`config.mk`:
```
export PLATFORM = sky130hd
export DESIGN_NAME = board_pos_writer
export DESIGN_NICKNAME = d
export VERILOG_FILES = /design/src/rtl/board_pos_writer.sv
export SDC_FILE = /design/constraint.sdc
export NUM_CORES = 1
export LEC_CHECK = 0
export ABC_AREA = 0
export BUFFER_PORTS_ARGS = -buffer_cell sky130_fd_sc_hd__buf_4
export CAP_MARGIN = 20
export CORE_ASPECT_RATIO = 1.4
export CORE_MARGIN = 5
export CORE_UTILIZATION = 40
export CTS_CLUSTER_SIZE = 12
export DETAILED_ROUTE_END_ITERATION = 16
export GPL_ROUTABILITY_DRIVEN = 0
export MAX_ROUTING_LAYER = met4
export PLACE_DENSITY_LB_ADDON = 0.12
export SLEW_MARGIN = 30
export SYNTH_ARGS = -nofsm -noshare
export SYNTH_HDL_FRONTEND = slang
export SYNTH_SLANG_ARGS = --single-unit
```
`constraint.sdc`:
```
create_clock -name clk50MHz -period 2.3 [get_ports clk50MHz]
set_clock_uncertainty 0.2 [all_clocks]
set_input_delay 0.23 -clock clk50MHz [delete_from_list [all_inputs] [get_ports clk50MHz]]
set_output_delay 0.23 -clock clk50MHz [all_outputs]
set_load 0.01 [all_outputs]
```
`src/rtl/board_pos_writer.sv`:
```
// board_pos_writer: write-side master for the display position table.
// Buffers slot updates in a small FIFO and drains them onto BRAM port A, one
// registered write per cycle. It also runs a bulk clear that zeroes every slot.
//
// state | meaning
// IDLE  | drain the FIFO; start a bulk clear once the FIFO is empty
// CLEAR | zero slots 0..NUM_POS-1, one write per cycle
module board_pos_writer #(
  parameter int                    WIDTH      = 16,
  parameter int                    ADDR_WIDTH = 10,
  parameter logic [ADDR_WIDTH-1:0] BASE_ADDR  = 'h100,
  parameter int                    NUM_POS    = 30,
  parameter int                    FIFO_DEPTH = 4
) (
  input  logic                  clk50MHz,
  input  logic                  clr,
  input  logic                  req_valid,
  output logic                  req_ready,
  input  logic [4:0]            req_index,
  input  logic [WIDTH-1:0]      req_data,
  input  logic                  clear_req,
  output logic                  busy,
  output logic                  err_index,
  output logic [ADDR_WIDTH-1:0] addr_a,
  output logic [WIDTH-1:0]      data_a,
  output logic                  we_a,
  output logic [7:0]            write_count
);

  localparam int PTR_W = $clog2(FIFO_DEPTH);
  localparam int CNT_W = $clog2(NUM_POS + 1);
  localparam logic [5:0]            NUM_POS_W = 6'(NUM_POS);
  localparam logic [ADDR_WIDTH-1:0] LAST_ADDR = ADDR_WIDTH'(BASE_ADDR + ADDR_WIDTH'(NUM_POS - 1));
  localparam logic [CNT_W-1:0]      CNT_LOAD  = CNT_W'(NUM_POS - 1);

  typedef enum logic [0:0] {IDLE, CLEAR} state_t;

  typedef struct packed {
    logic [4:0]       idx;
    logic [WIDTH-1:0] data;
  } entry_t;

  state_t                state_q, state_d;
  entry_t                mem_q [FIFO_DEPTH];
  entry_t                mem_d [FIFO_DEPTH];
  logic [PTR_W:0]        wr_ptr_q, wr_ptr_d;
  logic [PTR_W:0]        rd_ptr_q, rd_ptr_d;
  logic                  clear_pending_q, clear_pending_d;
  logic [CNT_W-1:0]      clr_cnt_q, clr_cnt_d;
  logic                  we_q, we_d;
  logic [ADDR_WIDTH-1:0] addr_q, addr_d;
  logic [WIDTH-1:0]      data_q, data_d;
  logic                  err_q, err_d;
  logic [7:0]            count_q, count_d;

  logic   fifo_empty, fifo_full, accept, idx_ok, push, pop;
  entry_t head;

  // FIFO status and the request handshake
  always_comb begin
    fifo_empty = (wr_ptr_q == rd_ptr_q);
    fifo_full  = (wr_ptr_q[PTR_W] != rd_ptr_q[PTR_W]) &&
                 (wr_ptr_q[PTR_W-1:0] == rd_ptr_q[PTR_W-1:0]);
    req_ready  = !fifo_full && (state_q == IDLE) && !clear_pending_q;
    accept     = req_valid && req_ready;
    idx_ok     = ({1'b0, req_index} < NUM_POS_W);
    push       = accept && idx_ok;
    pop        = (state_q == IDLE) && !fifo_empty;
    head       = mem_q[rd_ptr_q[PTR_W-1:0]];
  end

  // Next-state, write-port and bookkeeping logic
  always_comb begin
    state_d         = state_q;
    mem_d           = mem_q;
    wr_ptr_d        = wr_ptr_q;
    rd_ptr_d        = rd_ptr_q;
    clear_pending_d = clear_pending_q;
    clr_cnt_d       = clr_cnt_q;
    we_d            = 1'b0;
    addr_d          = addr_q;
    data_d          = data_q;
    err_d           = accept && !idx_ok;

    case (state_q)
      IDLE: begin
        if (pop) begin
          we_d     = 1'b1;
          addr_d   = BASE_ADDR + ADDR_WIDTH'(head.idx);
          data_d   = head.data;
          rd_ptr_d = rd_ptr_q + 1'b1;
        end else if (clear_pending_q) begin
          state_d         = CLEAR;
          clear_pending_d = 1'b0;
          clr_cnt_d       = CNT_LOAD;
        end
      end
      CLEAR: begin
        we_d   = 1'b1;
        addr_d = LAST_ADDR - ADDR_WIDTH'(clr_cnt_q);
        data_d = '0;
        if (clr_cnt_q == '0) begin
          state_d = IDLE;
        end else begin
          clr_cnt_d = clr_cnt_q - 1'b1;
        end
      end
      default: state_d = IDLE;
    endcase

    // A new clear request wins over the pending flag being consumed this cycle.
    if (clear_req && (state_q != CLEAR)) begin
      clear_pending_d = 1'b1;
    end

    if (push) begin
      mem_d[wr_ptr_q[PTR_W-1:0]] = '{idx: req_index, data: req_data};
      wr_ptr_d = wr_ptr_q + 1'b1;
    end

    count_d = count_q + {7'b0, we_d};
  end

  // Control and output registers
  always_ff @(posedge clk50MHz or posedge clr) begin
    if (clr) begin
      state_q         <= IDLE;
      wr_ptr_q        <= '0;
      rd_ptr_q        <= '0;
      clear_pending_q <= 1'b0;
      clr_cnt_q       <= '0;
      we_q            <= 1'b0;
      addr_q          <= BASE_ADDR;
      data_q          <= '0;
      err_q           <= 1'b0;
      count_q         <= '0;
    end else begin
      state_q         <= state_d;
      wr_ptr_q        <= wr_ptr_d;
      rd_ptr_q        <= rd_ptr_d;
      clear_pending_q <= clear_pending_d;
      clr_cnt_q       <= clr_cnt_d;
      we_q            <= we_d;
      addr_q          <= addr_d;
      data_q          <= data_d;
      err_q           <= err_d;
      count_q         <= count_d;
    end
  end

  // FIFO storage; contents are don't-care until written, so it needs no reset
  always_ff @(posedge clk50MHz) begin
    mem_q <= mem_d;
  end

  // Output assignments
  always_comb begin
    we_a        = we_q;
    addr_a      = addr_q;
    data_a      = data_q;
    err_index   = err_q;
    write_count = count_q;
    busy        = (state_q != IDLE) || !fifo_empty || clear_pending_q || we_q;
  end

endmodule

```
==> results.cfg, run 1 <==
[global_routing]
grt_max_degree = 35
antenna_found_initial = 0
grt_overflow = 0
first_global_vias = 3203
grt_first_pass_wirelength_um = 16900
grtUsageTotal_pct = 14.8

[sta]
tightestPinTransition_ns = 0.637
rsz0062_at_grt = false
finalCritPeriodShare_pct = 95.1
fmax_mhz = 457
finalMaxSlewViolations = 0
fin_tns_setup_ns = 0
finalHoldViolations = 0
slew_headroom_pct = 57.5
post-route-min-period_ns = 2.19
setup_viol = 0

[setup_path]
cp.arrival_ns = 1.76
critical_path.max_fanout = 14
path_class = reg -> out
start_kind = flop
timing.critical_path.to_type = output pin
required_ns = 1.87
reg2regPathDepth = 5

[floorplan]
design.core.area_um2 = 12800
initial_core_util_pct = 40.7
die_w_um = 107
rows = 49
dieArea_um2 = 15500
design.portCount = 63
dieHeight_um = 145

[route]
drt_pass1_iterations = 4
wirelength_um = 10700
viasPerCell = 5.02
drc = 0
vias = 2979
antenna_left = 0
wire_per_inst_um = 18.0
drtIter0Drc = 136

[min_path]
holdCritPathClass = in -> async

[clocking]
htreeDepth = 4
clock_sink_count = 131
clock_latency_ns = 0.40
clockBufferDepth = 2
cts_root_buf = clkbuf_16
tritoncts = done
clkTransAtPathRegs_ns = 0.05
cts_buffers = 17

[yosys]
synth_area_um2 = 5220
yosysMostFrequentCell = edfxtp_1
synth_nets = 364
async_reset_ff_share_pct = 35.9
synth.distinct_cells = 45
ys.warnings.count = 0
seq_area_frac_synth_pct = 70.9
synth_edf_count = 84
synth_cells = 327
ys_seq_elements = 131
synth.avg_cell_area_um2 = 16.0
synth_area_leaders = edfxtp_1 48%, dfrtp_1 22%, mux4_2 7.8%
synth_top_flop_cell = edfxtp_1
synth_largest_area_cell = edfxtp_1
synth_common_cells = 84 x edfxtp_1, 46 x dfrtp_1, 40 x nand2_1
synth_top_area_share_pct = 48.4

[cells_and_area]
layout-drive-gt1-share_pct = 30.8
fin_cells = 594
areaGrowthSynthToFinish_pct = 30.0
fillCellCount = 1066
n_antenna_cell = 0
nNetsFinal = 465

[run_status]
outcome = completed

[run]
cap_viol_max_count = 0

[placed_design]
io_buffer_count = 61
dp_hpwl_um = 6600
dp_cells = 535

[power_and_ir_drop]
power_density_nw_per_um2 = 1290
p_leak_nw = 2.69
peakVddDrop_mv = 0.477
## cells by family (layout without fill, tap and decap cells)
group	Yosys count	count (layout)	share of synthesized area [%]
AO/OA/AOI/OAI	42	42	4.89
XOR/XNOR	15	15	2.52
adder cells (fa/ha/maj)	12	12	2.88
buffers and inverters	27	141	2.73
flip-flops	131	131	70.9
multiplexers	26	26	9.43
other	1	1	0.0719
AND/OR/NAND/NOR	73	73	6.55
## through the flow
stage	instance area [µm²]	total power [mW]	setup slack [ns]	util (%)	hold WS, ns
final	6780	8.74	0.113	52.9	0.275
after global routing	6780	9.31	0.0102	52.9	0.302
after CTS	6750	8.78	0.0412	52.7	0.287
after detailed placement	5920	6.10	0.270	46.2	0.167
after global placement	5920	6.07	0.281	46.2	0.167
after floorplan	5220	5.10	0.0655	-	0.129
## per-layer routing
layer	GRT usage, %	routed length, µm
met2	25.5	5820
met1	17.0	4420
met4	5.12	136
met3	3.24	309
met5	-	0
## state kept, by name, summed over array words and instances, names as in the netlist
name and flops:
addr_a 8, clear_pending_q 1, clr_cnt_q 5, data_a 16, err_index 1, mem_q 84, rd_ptr_q 3, state_q 1
we_a 1, wr_ptr_q 3, write_count 8
## placed cells by master (no fill, tap or decap), drive strengths merged, types with 7 or more instances in the layout
cell / n
clkbuf: 19
xor2: 9
mux4: 18
buf: 74
dlygate4sd3: 25
o21ai: 7
dfrtp: 46
ha: 12
edfxtp: 84
nand2: 40
inv: 14
a21oi: 20
## worst max-delay path, stage by stage (launching register included)
cell	delay [ns]
dfrtp_1	0.42
xor2_1	0.22
nor3_4	0.27
clkbuf_16	0.22
nand3b_1	0.08
buf_4	0.15
## path summary, 6_finish.rpt
path,start,to,slack [ns]
worst min-delay path,clr,rd_ptr_q[2],0.28
worst max register to register,rd_ptr_q[0],mem_q[55],0.22
min in group clk50MHz,write_count[7],write_count[7],0.28
max in group asynchronous,clr,wr_ptr_q[0],0.97
worst min register to register,write_count[7],write_count[7],0.28
worst max-delay path,wr_ptr_q[1],busy,0.11
## repair_timing
item                       CTS  global route
gates resized for setup      0             2
setup buffers                0             1
hold endpoints to repair   113             0
hold buffers                25             0
setup endpoints to repair    0             1
## power by group
group / switching (mW) / internal [mW] / leakage [nW]
Clock: 1.01 / 1.61 / 0.279
Sequential: 0.293 / 2.93 / 1.33
Combinational: 1.56 / 1.35 / 1.08
Total: 2.86 / 5.89 / 2.69
## final cells by class
class                           instances  area [µm²]  area share (%)
Sequential cell                       131        3700            54.6
Inverter                                9        33.8           0.498
Tap cell                              153         191            2.82
Clock inverter                         14         153            2.25
Timing Repair Buffer                  100         885            13.0
Multi-Input combinational cell        169        1390            20.5
Clock buffer                           18         429            6.33
No activity file was read; power rests on OpenSTA's default activity.
==> run 2, diff against run 1 <==
--- a/config.mk
+++ b/config.mk
@@ -11,6 +11,7 @@
 export CORE_ASPECT_RATIO = 1.4
 export CORE_MARGIN = 5
 export CORE_UTILIZATION = 40
+export CTS_BUF_LIST = sky130_fd_sc_hd__clkbuf_4
 export CTS_CLUSTER_SIZE = 12
 export DETAILED_ROUTE_END_ITERATION = 16
 export GPL_ROUTABILITY_DRIVEN = 0
==> constraint.sdc (replaced) <==
create_clock -name clk50MHz -period 2.8 [get_ports clk50MHz]
set_clock_uncertainty 0.2 [all_clocks]
set_input_delay 0.28 -clock clk50MHz [delete_from_list [all_inputs] [get_ports clk50MHz]]
set_output_delay 0.28 -clock clk50MHz [all_outputs]
set_load 0.01 [all_outputs]
==> results.cfg, run 2 (same netlist as run 1, synthesis figures left out) <==
[setup_path]
cp_slowest_cell = dfrtp_1
required_ns = 2.32
cp_slowest_stage_delay_ns = 0.43
path_class = reg -> out
start_kind = flop
cp_num_buf_inv = 2
timing.critical_path.to_type = output pin
cp_common_cell = buf_4
cp.arrival_ns = 1.98
crit_family = buffers and inverters
critical_path.max_fanout = 28
path_cells = xor2_1 > nor3_2 > buf_4 > nand3b_1 > buf_4

[floorplan]
initial_core_util_pct = 40.7
rows = 49
die_w_um = 107
dieHeight_um = 145
design.portCount = 63
design.core.area_um2 = 12800
dieArea_um2 = 15500

[clocking]
clockBufferDepth = 2
htreeDepth = 4
cts_root_buf = clkbuf_4
tritoncts = done
post_cts_resized = 0
clock_sink_count = 131
cts_buffers = 17
postCtsSetupBuffers = 0
clkTransAtPathRegs_ns = 0.12
cts_hold_buf = 25
clock_latency_ns = 0.50

[power_and_ir_drop]
p_leak_nw = 2.55
p_sw_mw = 2.16
peakVddDrop_mv = 0.376
swShare_pct = 34.2
intPower_mw = 4.14
comb_power_share_pct = 35.1
pwr-share-seq_pct = 41.9
power_density_nw_per_um2 = 980
pwr-share-clk_pct = 22.9
p_total_mw = 6.30

[sta]
fin_tns_setup_ns = 0
finalHoldViolations = 0
setup_viol = 0
tightestPinTransition_ns = 0.525
finalCritPeriodShare_pct = 87.8
whs_ns = 0.142
fmax_mhz = 407
worst_slack_ns = 0.341
finalMaxSlewViolations = 0
post-route-min-period_ns = 2.46
slew_headroom_pct = 65.0
rsz0062_at_grt = false

[global_routing]
grt_first_pass_wirelength_um = 17000
grt_max_degree = 36
first_global_vias = 3191
grt_overflow = 0
antenna_found_initial = 1
grtUsageTotal_pct = 14.7

[cells_and_area]
fin_area_um2 = 6430
nNetsFinal = 461
areaGrowthSynthToFinish_pct = 23.2
largest_register_ffs = 84
largest_register = mem_q
final_cell_mix = 84 x edfxtp_1, 71 x buf_4, 45 x dfrtp_1
layout-drive-gt1-share_pct = 29.7
layout_commonest_cell = edfxtp_1

[route]
drt_pass1_iterations = 4
viasPerCell = 5.13
dr_wl_met2_um = 5540
vias = 3030
wl_met1_um = 4120
drtIter0Drc = 82
wirelength_um = 10300
dr.max_layer_used = met4
wire_per_inst_um = 17.4
antenna_left = 0
drc = 0
wl_met3_um = 468

[run_status]
outcome = completed

[placed_design]
placed_area_um2 = 5840
io_buffer_count = 61
post-place-ws_ns = 0.603
dp_hpwl_um = 6350

[min_path]
holdCritPathClass = in -> async

[run]
cap_viol_max_count = 0
==> run 2: layer usage <==
layer	GRT usage (%)	vias up
li1	-	1411
met5	-	-
met1	16.8	1527
met3	3.87	17
met2	24.6	75
met4	5.89	0
==> run 2: final cells by class <==
type                            instances  area, µm²
Antenna cell                            1       2.50
Clock buffer                           18        135
Clock inverter                         14        201
Fill cell                            1139       6390
Inverter                                9       33.8
Multi-Input combinational cell        169       1380
Sequential cell                       131       3700
Tap cell                              153        191
Timing Repair Buffer                   96        783
==> run 2: tightest hold or removal path: cells and delay by family <==
family / cells / cell delay (ns)
buffers and inverters: 3 / 1.02
==> run 2: stage by stage <==
step | utilization, % | instances
finish | 50.2 | 591
CTS | 50.1 | 590
floorplan | - | 327
global route | 50.2 | 591
global placement | 45.6 | 533
detailed placement | 45.6 | 533
==> run 2: worst paths after layout <==
path                       cells after the start        endpoint  slack (ns)            from
hold reg to reg                                1  write_count[7]        0.28  write_count[7]
setup / recovery                               5            busy        0.34     rd_ptr_q[2]
min in group clk50MHz                          1  write_count[7]        0.28  write_count[7]
setup reg to reg                               5       mem_q[25]        0.62     wr_ptr_q[1]
hold / removal                                 3  write_count[1]        0.14             clr
max in group asynchronous                      4       addr_a[8]        1.47             clr
==> run 2: power groups by stage <==
stage | logic [mW] | clock network (mW) | registers (mW)
CTS | 2.27 | 1.50 | 2.65
global route | 2.49 | 1.58 | 2.70
floorplan | 1.47 | 0 | 2.71
finish | 2.21 | 1.45 | 2.64
detailed placement | 2.24 | 0 | 2.69
global placement | 2.21 | 0 | 2.68
==> run 3, diff against run 2 <==
--- a/config.mk
+++ b/config.mk
@@ -6,14 +6,13 @@
 export NUM_CORES = 1
 export LEC_CHECK = 0
 export ABC_AREA = 0
-export BUFFER_PORTS_ARGS = -buffer_cell sky130_fd_sc_hd__buf_4
 export CAP_MARGIN = 20
 export CORE_ASPECT_RATIO = 1.4
-export CORE_MARGIN = 5
 export CORE_UTILIZATION = 40
 export CTS_BUF_LIST = sky130_fd_sc_hd__clkbuf_4
 export CTS_CLUSTER_SIZE = 12
 export DETAILED_ROUTE_END_ITERATION = 16
+export DONT_BUFFER_PORTS = 1
 export GPL_ROUTABILITY_DRIVEN = 0
 export MAX_ROUTING_LAYER = met4
 export PLACE_DENSITY_LB_ADDON = 0.12
==> results.cfg, run 3 (same netlist as run 1, synthesis figures left out) <==
[setup_path]
path_cells = xor2_1 > nor3_2 > buf_4 > nand3b_1
r2r_slack_ns = 0.55
cp.depth = 4
timing.critical_path.to_type = output pin
crit_family = flip-flops
reg2reg_from = wr_ptr_q[1]
cp_slowest_stage_delay_ns = 0.44
cp_slowest_cell = dfrtp_1
reg2regPathDepth = 5
rr_endpoint = mem_q[46]
cp.arrival_ns = 1.93
critical_path.max_fanout = 28
cp_num_buf_inv = 1
required_ns = 2.32
critPathLaunch = rd_ptr_q[2]
start_kind = flop
crit_path_end = busy
path_class = reg -> out

[sta]
finalMaxSlewViolations = 0
finalCritPeriodShare_pct = 86.0
fmax_mhz = 415
tightestPinTransition_ns = 0.646
fin_tns_setup_ns = 0
post-route-min-period_ns = 2.41
slew_headroom_pct = 56.9
rsz0062_at_grt = false
setup_viol = 0
worst_slack_ns = 0.391
whs_ns = 0.182
finalHoldViolations = 0

[floorplan]
dieArea_um2 = 13500
die_w_um = 98.5
rows = 49
design.core.area_um2 = 12800
design.portCount = 63
initial_core_util_pct = 40.9
dieHeight_um = 137

[cells_and_area]
fin_area_um2 = 5880
final_cell_mix = 84 x edfxtp_1, 45 x dfrtp_1, 40 x nand2_1
layout-drive-gt1-share_pct = 17.8
largest_register_ffs = 84
nNetsFinal = 400
largest_register = mem_q
areaGrowthSynthToFinish_pct = 12.7
layout_commonest_cell = edfxtp_1
utilization_pct = 46.1

[route]
drtIter0Drc = 123
wirelength_um = 10200
wire_per_inst_um = 19.2
drc = 0
viasPerCell = 5.24
vias = 2775
antenna_left = 0
drt_pass1_iterations = 6

[placed_design]
post-place-ws_ns = 0.546
dp_hpwl_um = 6080
placed_area_um2 = 5390
io_buffer_count = 0

[clocking]
htreeDepth = 4
cts_root_buf = clkbuf_4
clock_sink_count = 131
cts_buffers = 17
clockBufferDepth = 2
clkTransAtPathRegs_ns = 0.11
clock_latency_ns = 0.51
tritoncts = done

[run]
cap_viol_max_count = 0

[power_and_ir_drop]
p_leak_nw = 2.19
peakVddDrop_mv = 0.428
power_density_nw_per_um2 = 975

[global_routing]
first_global_vias = 2956
grtUsageTotal_pct = 16.9
grt_first_pass_wirelength_um = 16000
grt_max_degree = 48
grt_overflow = 0
antenna_found_initial = 1

[min_path]
holdCritPathClass = in -> async

[run_status]
outcome = completed
-- run 3: cell types whose count changed in the layout (fill, tap and decap cells not counted), sizes merged --
cell / change
buf: -60
bufinv: -3
clkinv: +2
clkinvlp: +2
inv: -1
dlygate4sd3: -1
-- run 3: power by group --
group / internal [mW] / total, mW / switching [mW]
clock: 0.442 / 1.14 / 0.697
sequential: 2.40 / 2.75 / 0.352
combinational: 0.783 / 1.85 / 1.06
-- run 3: timing repair --
item / CTS / global route
resized for setup: 0 / 0
setup endpoints to repair: 0 / 0
hold endpoints to repair: 136 / 0
buffers inserted: 0 / 0
hold buffers: 24 / 0
-- run 3: area by class of cell --
| cell class | instances | area (µm²) |
|---|---|---|
| timing repair buffer | 35 | 323 |
| antenna | 1 | 2.50 |
| multi-input combinational | 169 | 1380 |
| clock inverter | 14 | 113 |
| tap | 153 | 191 |
| inverter | 9 | 33.8 |
| fill | 1154 | 6870 |
| clock buffer | 18 | 135 |
| sequential | 131 | 3700 |
-- run 3: worst reg2reg max path: stages, from the launching register on --
cell	delay, ns
dfrtp_1	0.45
xor2_1	0.28
o31a_1	0.29
and3_4	0.26
and2_1	0.14
buf_4	0.30
-- run 3: layer usage --
| metal | up-vias | share of wire, % | track usage, % |
|---|---|---|---|
| met5 | - | 0 | - |
| met4 | 0 | 1.3 | 6.72 |
| met3 | 13 | 3.4 | 4.85 |
| met2 | 51 | 53 | 29.3 |
| met1 | 1411 | 42 | 18.3 |
| li1 | 1300 | - | - |
-- run 3: metrics by stage --
| step | power [mW] | std cells |
|---|---|---|
| 6_report | 5.73 | 530 |
| 5_1_grt | 6.13 | 530 |
| 4_1_cts | 5.85 | 529 |
| 3_5_place_dp | 4.66 | 473 |
| 3_3_place_gp | 4.63 | 473 |
| 2_1_floorplan | 4.19 | 327 |
-- run 3: how the worst min path moves through the flow --
stage,slack [ns],depth (start not counted),endpoint
CTS,0.16,3,rd_ptr_q[2]
global route,0.20,3,rd_ptr_q[2]
detailed placement,0.18,2,write_count[0]
finish,0.18,3,write_count[1]
floorplan,0.18,0,mem_q[0]
global placement,0.17,2,write_count[0]
